[src/rtl/v30mz_bus_responder.sv]
// Memory-bus slave for a V30MZ-style CPU: latches one read/write cycle, optionally inserts wait
// states, performs a single SRAM access and returns an active-low ready strobe.
module v30mz_bus_responder #(
    parameter int unsigned WAIT_STATES = 0
) (
    input  logic        clk,
    input  logic        reset,
    input  logic [3:0]  bus_status,
    input  logic [19:0] address_in,
    input  logic        bus_upper_byte_enable,
    input  logic [15:0] cpu_data_in,
    output logic [15:0] cpu_data_out,
    output logic        readyb,
    output logic        bus_error,
    output logic        sram_en,
    output logic        sram_we,
    output logic [18:0] sram_addr,
    output logic [1:0]  sram_be,
    output logic [15:0] sram_wdata,
    input  logic [15:0] sram_rdata
);

    localparam logic [3:0] StatusRead  = 4'b1001;
    localparam logic [3:0] StatusWrite = 4'b1010;
    localparam logic [3:0] WaitLoad    = (WAIT_STATES > 0) ? 4'(WAIT_STATES - 1) : 4'd0;

    typedef enum logic [1:0] {
        StIdle,
        StWait,
        StAccess,
        StResp
    } state_t;

    state_t     state;
    logic [3:0] wait_cnt;
    logic       lat_write;

    logic       req_valid;
    logic       req_write;
    logic [1:0] req_be;

    assign req_write = (bus_status == StatusWrite);
    assign req_valid = (bus_status == StatusRead) || req_write;
    assign req_be    = {bus_upper_byte_enable, ~address_in[0]};

    // Read data passes straight through during RESP, when the SRAM has it on sram_rdata.
    assign cpu_data_out = (state == StResp && !lat_write) ? sram_rdata : 16'h0000;

    always_ff @(posedge clk) begin
        if (reset) begin
            state      <= StIdle;
            wait_cnt   <= 4'd0;
            lat_write  <= 1'b0;
            sram_addr  <= 19'd0;
            sram_be    <= 2'b00;
            sram_wdata <= 16'h0000;
            sram_en    <= 1'b0;
            sram_we    <= 1'b0;
            readyb     <= 1'b1;
            bus_error  <= 1'b0;
        end else begin
            sram_en   <= 1'b0;
            sram_we   <= 1'b0;
            readyb    <= 1'b1;
            bus_error <= 1'b0;
            unique case (state)
                StIdle: begin
                    if (req_valid) begin
                        lat_write  <= req_write;
                        sram_addr  <= address_in[19:1];
                        sram_be    <= req_be;
                        sram_wdata <= cpu_data_in;
                        if (WAIT_STATES > 0) begin
                            state    <= StWait;
                            wait_cnt <= WaitLoad;
                        end else begin
                            state   <= StAccess;
                            sram_en <= (req_be != 2'b00);
                            sram_we <= req_write && (req_be != 2'b00);
                        end
                    end
                end
                StWait: begin
                    if (wait_cnt == 4'd0) begin
                        state   <= StAccess;
                        sram_en <= (sram_be != 2'b00);
                        sram_we <= lat_write && (sram_be != 2'b00);
                    end else begin
                        wait_cnt <= wait_cnt - 4'd1;
                    end
                end
                StAccess: begin
                    // An access with no lane enabled still completes, but flags an error.
                    state     <= StResp;
                    readyb    <= 1'b0;
                    bus_error <= (sram_be == 2'b00);
                end
                StResp: begin
                    state <= StIdle;
                end
                default: begin
                    state <= StIdle;
                end
            endcase
        end
    end

endmodule

[config.mk]
export PLATFORM = sky130hd
export DESIGN_NAME = v30mz_bus_responder
export DESIGN_NICKNAME = d
export VERILOG_FILES = /design/src/rtl/v30mz_bus_responder.sv
export SDC_FILE = /design/constraint.sdc
export NUM_CORES = 1
export LEC_CHECK = 0
export CAP_MARGIN = 20
export CORE_MARGIN = 8
export CORE_UTILIZATION = 30
export CTS_CLUSTER_DIAMETER = 120
export DETAILED_ROUTE_END_ITERATION = 10
export SYNTH_ARGS = -nofsm -noshare
export SYNTH_HDL_FRONTEND = slang
export SYNTH_SLANG_ARGS = --single-unit
[constraint.sdc]
create_clock -name clk -period 2.3 [get_ports clk]
set_clock_uncertainty 0.05 [all_clocks]
set_input_delay 0.575 -clock clk [delete_from_list [all_inputs] [get_ports clk]]
set_output_delay 0.575 -clock clk [all_outputs]
set_load 0.01 [all_outputs]
# After elaboration in Yosys (flattened, before gate mapping)
# Index checks and enable logic that the tools add are counted.
dict set report totals {
  regBits 48
  inputBits 59
  wordCells 46
}
dict set report op_classes {
  add_sub_neg 1
  eq_ne 7
  muxes 11
  bitwise_logic 3
  reduce_logical 14
}
# op count
set ops {}
lappend ops {{2-to-1 mux 16 bit} 1}
lappend ops {{== test 4 bit (second input constant)} 2}
lappend ops {{one-hot mux 2 bit (4 select lines)} 1}
lappend ops {{AND reduction 2 bit} 3}
lappend ops {{2-to-1 mux 1 bit} 5}
lappend ops {{== test 2 bit (second input constant)} 2}
lappend ops {{logical NOT 2 bit} 2}
lappend ops {{logical NOT 4 bit} 1}
lappend ops {{2-to-1 mux 2 bit} 2}
lappend ops {{inequality test 2 bit (second input constant)} 2}
lappend ops {{one-hot mux 1 bit (2 select lines)} 2}
lappend ops {{nonzero test 2 bit} 2}
lappend ops {{subtractor 4 x 1 -> 4 bit (second input constant)} 1}
lappend ops {{logical AND 1 bit} 3}
lappend ops {{NOT 1 bit} 3}
lappend ops {{== test 2 x 1 -> 1 bit (second input constant)} 1}
lappend ops {{OR reduction 2 bit} 1}
lappend ops {{logical NOT 1 bit} 1}
lappend ops {{logical OR 1 bit} 1}

# Depth between registers and ports, before layout
dict set report logic_depth {
  word_depth 5
  ltp_mapped 5
  mapped_depth_nobuf 5
}

# Worst setup path before layout
# No wires, ideal clock.
dict set report synth_timing {
  path_kind {input-to-reg}
  start {in bus_status[2]}
  end {reg sram_addr[0]}
  t_arrival_ns 1.744
  path_slack_ns 0.435
  cell_stages 5
  cell_sequence {or4b_4 buf_6 nor2_8 buf_12 mux2i_1}
}
dict set report synth_via {
  elab_chain_len 3
  word_cells_on_any_way 4
}
# item line_no
set synth_lines {}
lappend synth_lines {{start: declaration} 8} ;# input logic [3:0] bus_status,
lappend synth_lines {{== test 4 bit (on tied branches)} {43, 42}}
lappend synth_lines {{logical OR 1 bit *} 43} ;# assign req_valid = (bus_status == StatusRead) || req_write;
lappend synth_lines {{AND reduction 2 bit (no line) *} n/a}
lappend synth_lines {{end signal: assignment} 70} ;# sram_addr <= address_in[19:1];
lappend synth_lines {{end: declaration} 17} ;# output logic [18:0] sram_addr,
# Mark *: on every way between the ends. The rest lies on a longest branch, timed or not.
# A chain may end at the register's enable or synchronous reset.

# Final worst setup path
dict set report layout_timing {
  start {reg lat_write}
  end {out cpu_data_out[2]}
}
dict set report layout_via {
  elab_chain_len 3
}
# item line_no
set layout_lines {}
lappend layout_lines {{start: declaration} 36} ;# logic lat_write;
lappend layout_lines {{start signal: assignment} 69} ;# lat_write <= req_write;
lappend layout_lines {{logical NOT 1 bit} 47} ;# assign cpu_data_out = (state == StResp && !lat_write) ? sram_rdata : 16'h0000;
lappend layout_lines {{logical AND 1 bit} 47}
lappend layout_lines {{2-to-1 mux 16 bit} 47}
lappend layout_lines {{end: declaration} 12} ;# output logic [15:0] cpu_data_out,
# Every way passes these cells.

==> metrics.csv <==
stage;metric;value;unit
routing;DRT antenna net count;0;
cells_and_area;P&R area growth vs syn;63.2;%
global_routing;vias in the first global route;1938;
setup_path;Critical Path AT;1520;ps
routing;vias per cell;4.33;
sta;crit share post-route;93.2;%
pwr;Power, Total;1730;uW
synth;Post-Synthesis Net Count;290;
floorplan;Core Area;0.00718;mm2
placed_design;# port buffers;115;
cts;depth of the CTS H-tree;2;
global_routing;GRT Total Usage;11.7;%
cells_and_area;most common cell after layout, fill and taps aside;clkdlybuf4s50_1;
cts;CTS max path bufs;2;
setup_path;Crit path max-delay family;buffers and inverters;
synth;syn avg cell area;9.57;um2
setup_path;flop2flop setup slack;510;ps
placed_design;Placer Congestion;0.691;
sta;Slew headroom;60.1;%
routing;first-pass detailed-route iteration total;3;
synth;Distinct cells, synth;36;
synth;Main synth FF type;dfxtp_1;
setup_path;Worst path max stage delay;380;ps
pwr;Power Dens Cells;482;mW/mm2
sta;max-slew violation count;0;
synth;Seq/Total Area, Yosys;43.6;%
sta;final hold vios;0;
global_routing;antenna violations before repair;0;
floorplan;DIE HEIGHT;102;um
run_status;status;finished, final reports clean;
cells_and_area;Nets;409;
floorplan;I/O pin cnt;116;
setup_path;worst-path cell chain;and3b_2, buf_4, and2_1, dlygate4sd2_1;
routing;WL final;6.04;mm
cells_and_area;most frequent cells in the layout;clkdlybuf4s50_1 (99), dfxtp_1 (47), nand2_1 (36), nand2b_1 (36), mux2i_1 (35);
sta;count of final setup violators;0;
synth;Seq cells post-synth;48;
pwr;P_leak;0.00155;uW
sta;RSZ-0062 raised after global routing;false;
global_routing;overflow left after global routing;0;
sta;hold_ws;409;ps
global_routing;first-pass GRT wire length;9.75;mm
run;max_cap viols;0;
cells_and_area;Ant. Diodes;0;
cells_and_area;footprint of the multi-input gates;0.00112;mm2
pwr;maximum vdd ir drop;0.000231;V
floorplan;initial core utilization;30.7;%
cts;Sink Count;48;
setup_path;Worst Path Class, Setup;reg2out;
worst_hold_path;hold crit path type;reg2reg;
cts;post-cts hold buffer count;0;
synth;synth warn;0;
sta;min Tclk post-route;2140;ps
synth;synthesized cell area;0.00220;mm2
routing;DR iter-0 viols;62;
cells_and_area;share of layout cells above drive strength 1;7.43;%
setup_path;Slowest-stage cell, CP;dfxtp_1;
placed_design;Final HPWL DP;4.62;mm
routing;WL per Instance;13.5;um
setup_path;number of buffers and inverters on the critical path;2;
setup_path;CP max FO;6;
sta;FMAX;0.466;GHz
cts;total CTS buffers;5;
setup_path;CP Capture Type;primary output;
synth;Post-synth ARST share;0;%
setup_path;Req. time, crit path;1670;ps
cts;clock-pin slew on the worst setup and hold paths;80;ps
synth;Post-synth EDFFs;0;
global_routing;pin count of the biggest net entering global routing;35;
routing;DR vias;1946;
cells_and_area;fill cell count;685;
cts;CTS Root Cell;clkbuf_8;
floorplan;die area;0.0103;mm2
floorplan;Die Width;102;um
sta;worst-margin pin slew;594;ps
cells_and_area;FF+latch area;965;um2
routing;drc violations;0;
synth;Syn Inst Count;230;
setup_path;Setup crit start kind;flip-flop;
cts;CTS tree;built;
floorplan;Rows;31;
cts;Worst-Skew Late Latency;290;ps
==> per-stage QoR <==
step	worst slack, ps	std cells	setup TNS [ps]	area [um2]	utilization (%)
final	156	449	0	3590	50.1
after global routing	70.6	449	0	3590	50.1
after CTS	3.14	447	0	3550	49.5
after detailed placement	-29.6	438	-134	3450	48.1
after global placement	-21.7	438	-23.3	3450	48.1
after floorplan	435	230	0	2200	-
==> cells in the mapped netlist, types with 2 or more instances <==
cell type | number | area, um2
nand2_1 | 36 | 135
dfxtp_1 | 48 | 961
o41ai_1 | 2 | 17.5
o211ai_1 | 2 | 15.0
nor3b_1 | 2 | 15.0
nand2b_1 | 36 | 225
nor3_1 | 3 | 15.0
a21oi_1 | 3 | 15.0
nor2_1 | 3 | 11.3
mux2i_1 | 35 | 350
and2_1 | 16 | 100
buf_12 | 3 | 60.1
o21ai_0 | 4 | 20.0
inv_1 | 6 | 22.5
clkbuf_1 | 10 | 37.5
==> power breakdown <==
| group | internal [uW] | leakage [uW] | switching (uW) |
|---|---|---|---|
| clock | 246 | 0.0000455 | 270 |
| sequential | 864 | 0.000390 | 19.1 |
| combinational | 210 | 0.00111 | 122 |
| total | 1320 | 0.00155 | 411 |
==> cell families after synthesis <==
logic type               Yosys count  synth area share (%)
buffers and inverters             20                  5.97
AND/OR/NAND/NOR                  107                  27.6
XOR/XNOR                           1                 0.398
flip-flops                        48                  43.6
adder cells (fa/ha/maj)            1                 0.568
multiplexers                      36                  16.4
AO/OA/AOI/OAI                     17                  5.45
==> sequential cells by signal, summed over array words and instances, names as in the netlist <==
name,flops
wait_cnt,4
readyb,1
sram_addr,19
sram_en,1
lat_write,1
state,2
sram_be,2
sram_we,1
sram_wdata,16
bus_error,1
==> metal layers <==
layer	wire (um)	GRT usage, %	part of all wire, %
met1	2770	14.9	46
met2	2410	16.6	40
met3	803	6.46	13
met4	55	3.09	0.91
met5	0	0	0
==> cell type report <==
| class | instances | share of cell area, % |
|---|---|---|
| Clock buffer | 8 | 2.51 |
| Sequential cell | 48 | 26.8 |
| Timing Repair Buffer | 125 | 35.4 |
| Multi-Input combinational cell | 163 | 31.2 |
| Inverter | 6 | 0.627 |
| Tap cell | 99 | 3.45 |
==> final timing paths <==
path / from / endpoint / depth (start not counted)
setup / recovery: lat_write$_SDFFE_PP0P_ / cpu_data_out[2] / 4
hold / removal: sram_addr[7]$_SDFFE_PP0P_ / sram_addr[7]$_SDFFE_PP0P_ / 2
setup reg to reg: state[1]$_SDFFE_PP0P_ / sram_wdata[12]$_SDFFE_PP0P_ / 5
hold reg to reg: sram_addr[7]$_SDFFE_PP0P_ / sram_addr[7]$_SDFFE_PP0P_ / 2
==> timing repair <==
action / 4_1_cts / 5_1_grt
pin swaps: 1 / 2
setup buffers: 0 / 2
setup endpoints to repair: 16 / 11
resized for setup: 7 / 12
gates cloned: 1 / 0
==> tightest hold or removal path: cells and delay by family (launching register included) <==
kind,cells,cell delay (ps)
flip-flops,1,310
AND/OR/NAND/NOR,1,50
multiplexers,1,50
(Power assumes the default switching activity.)
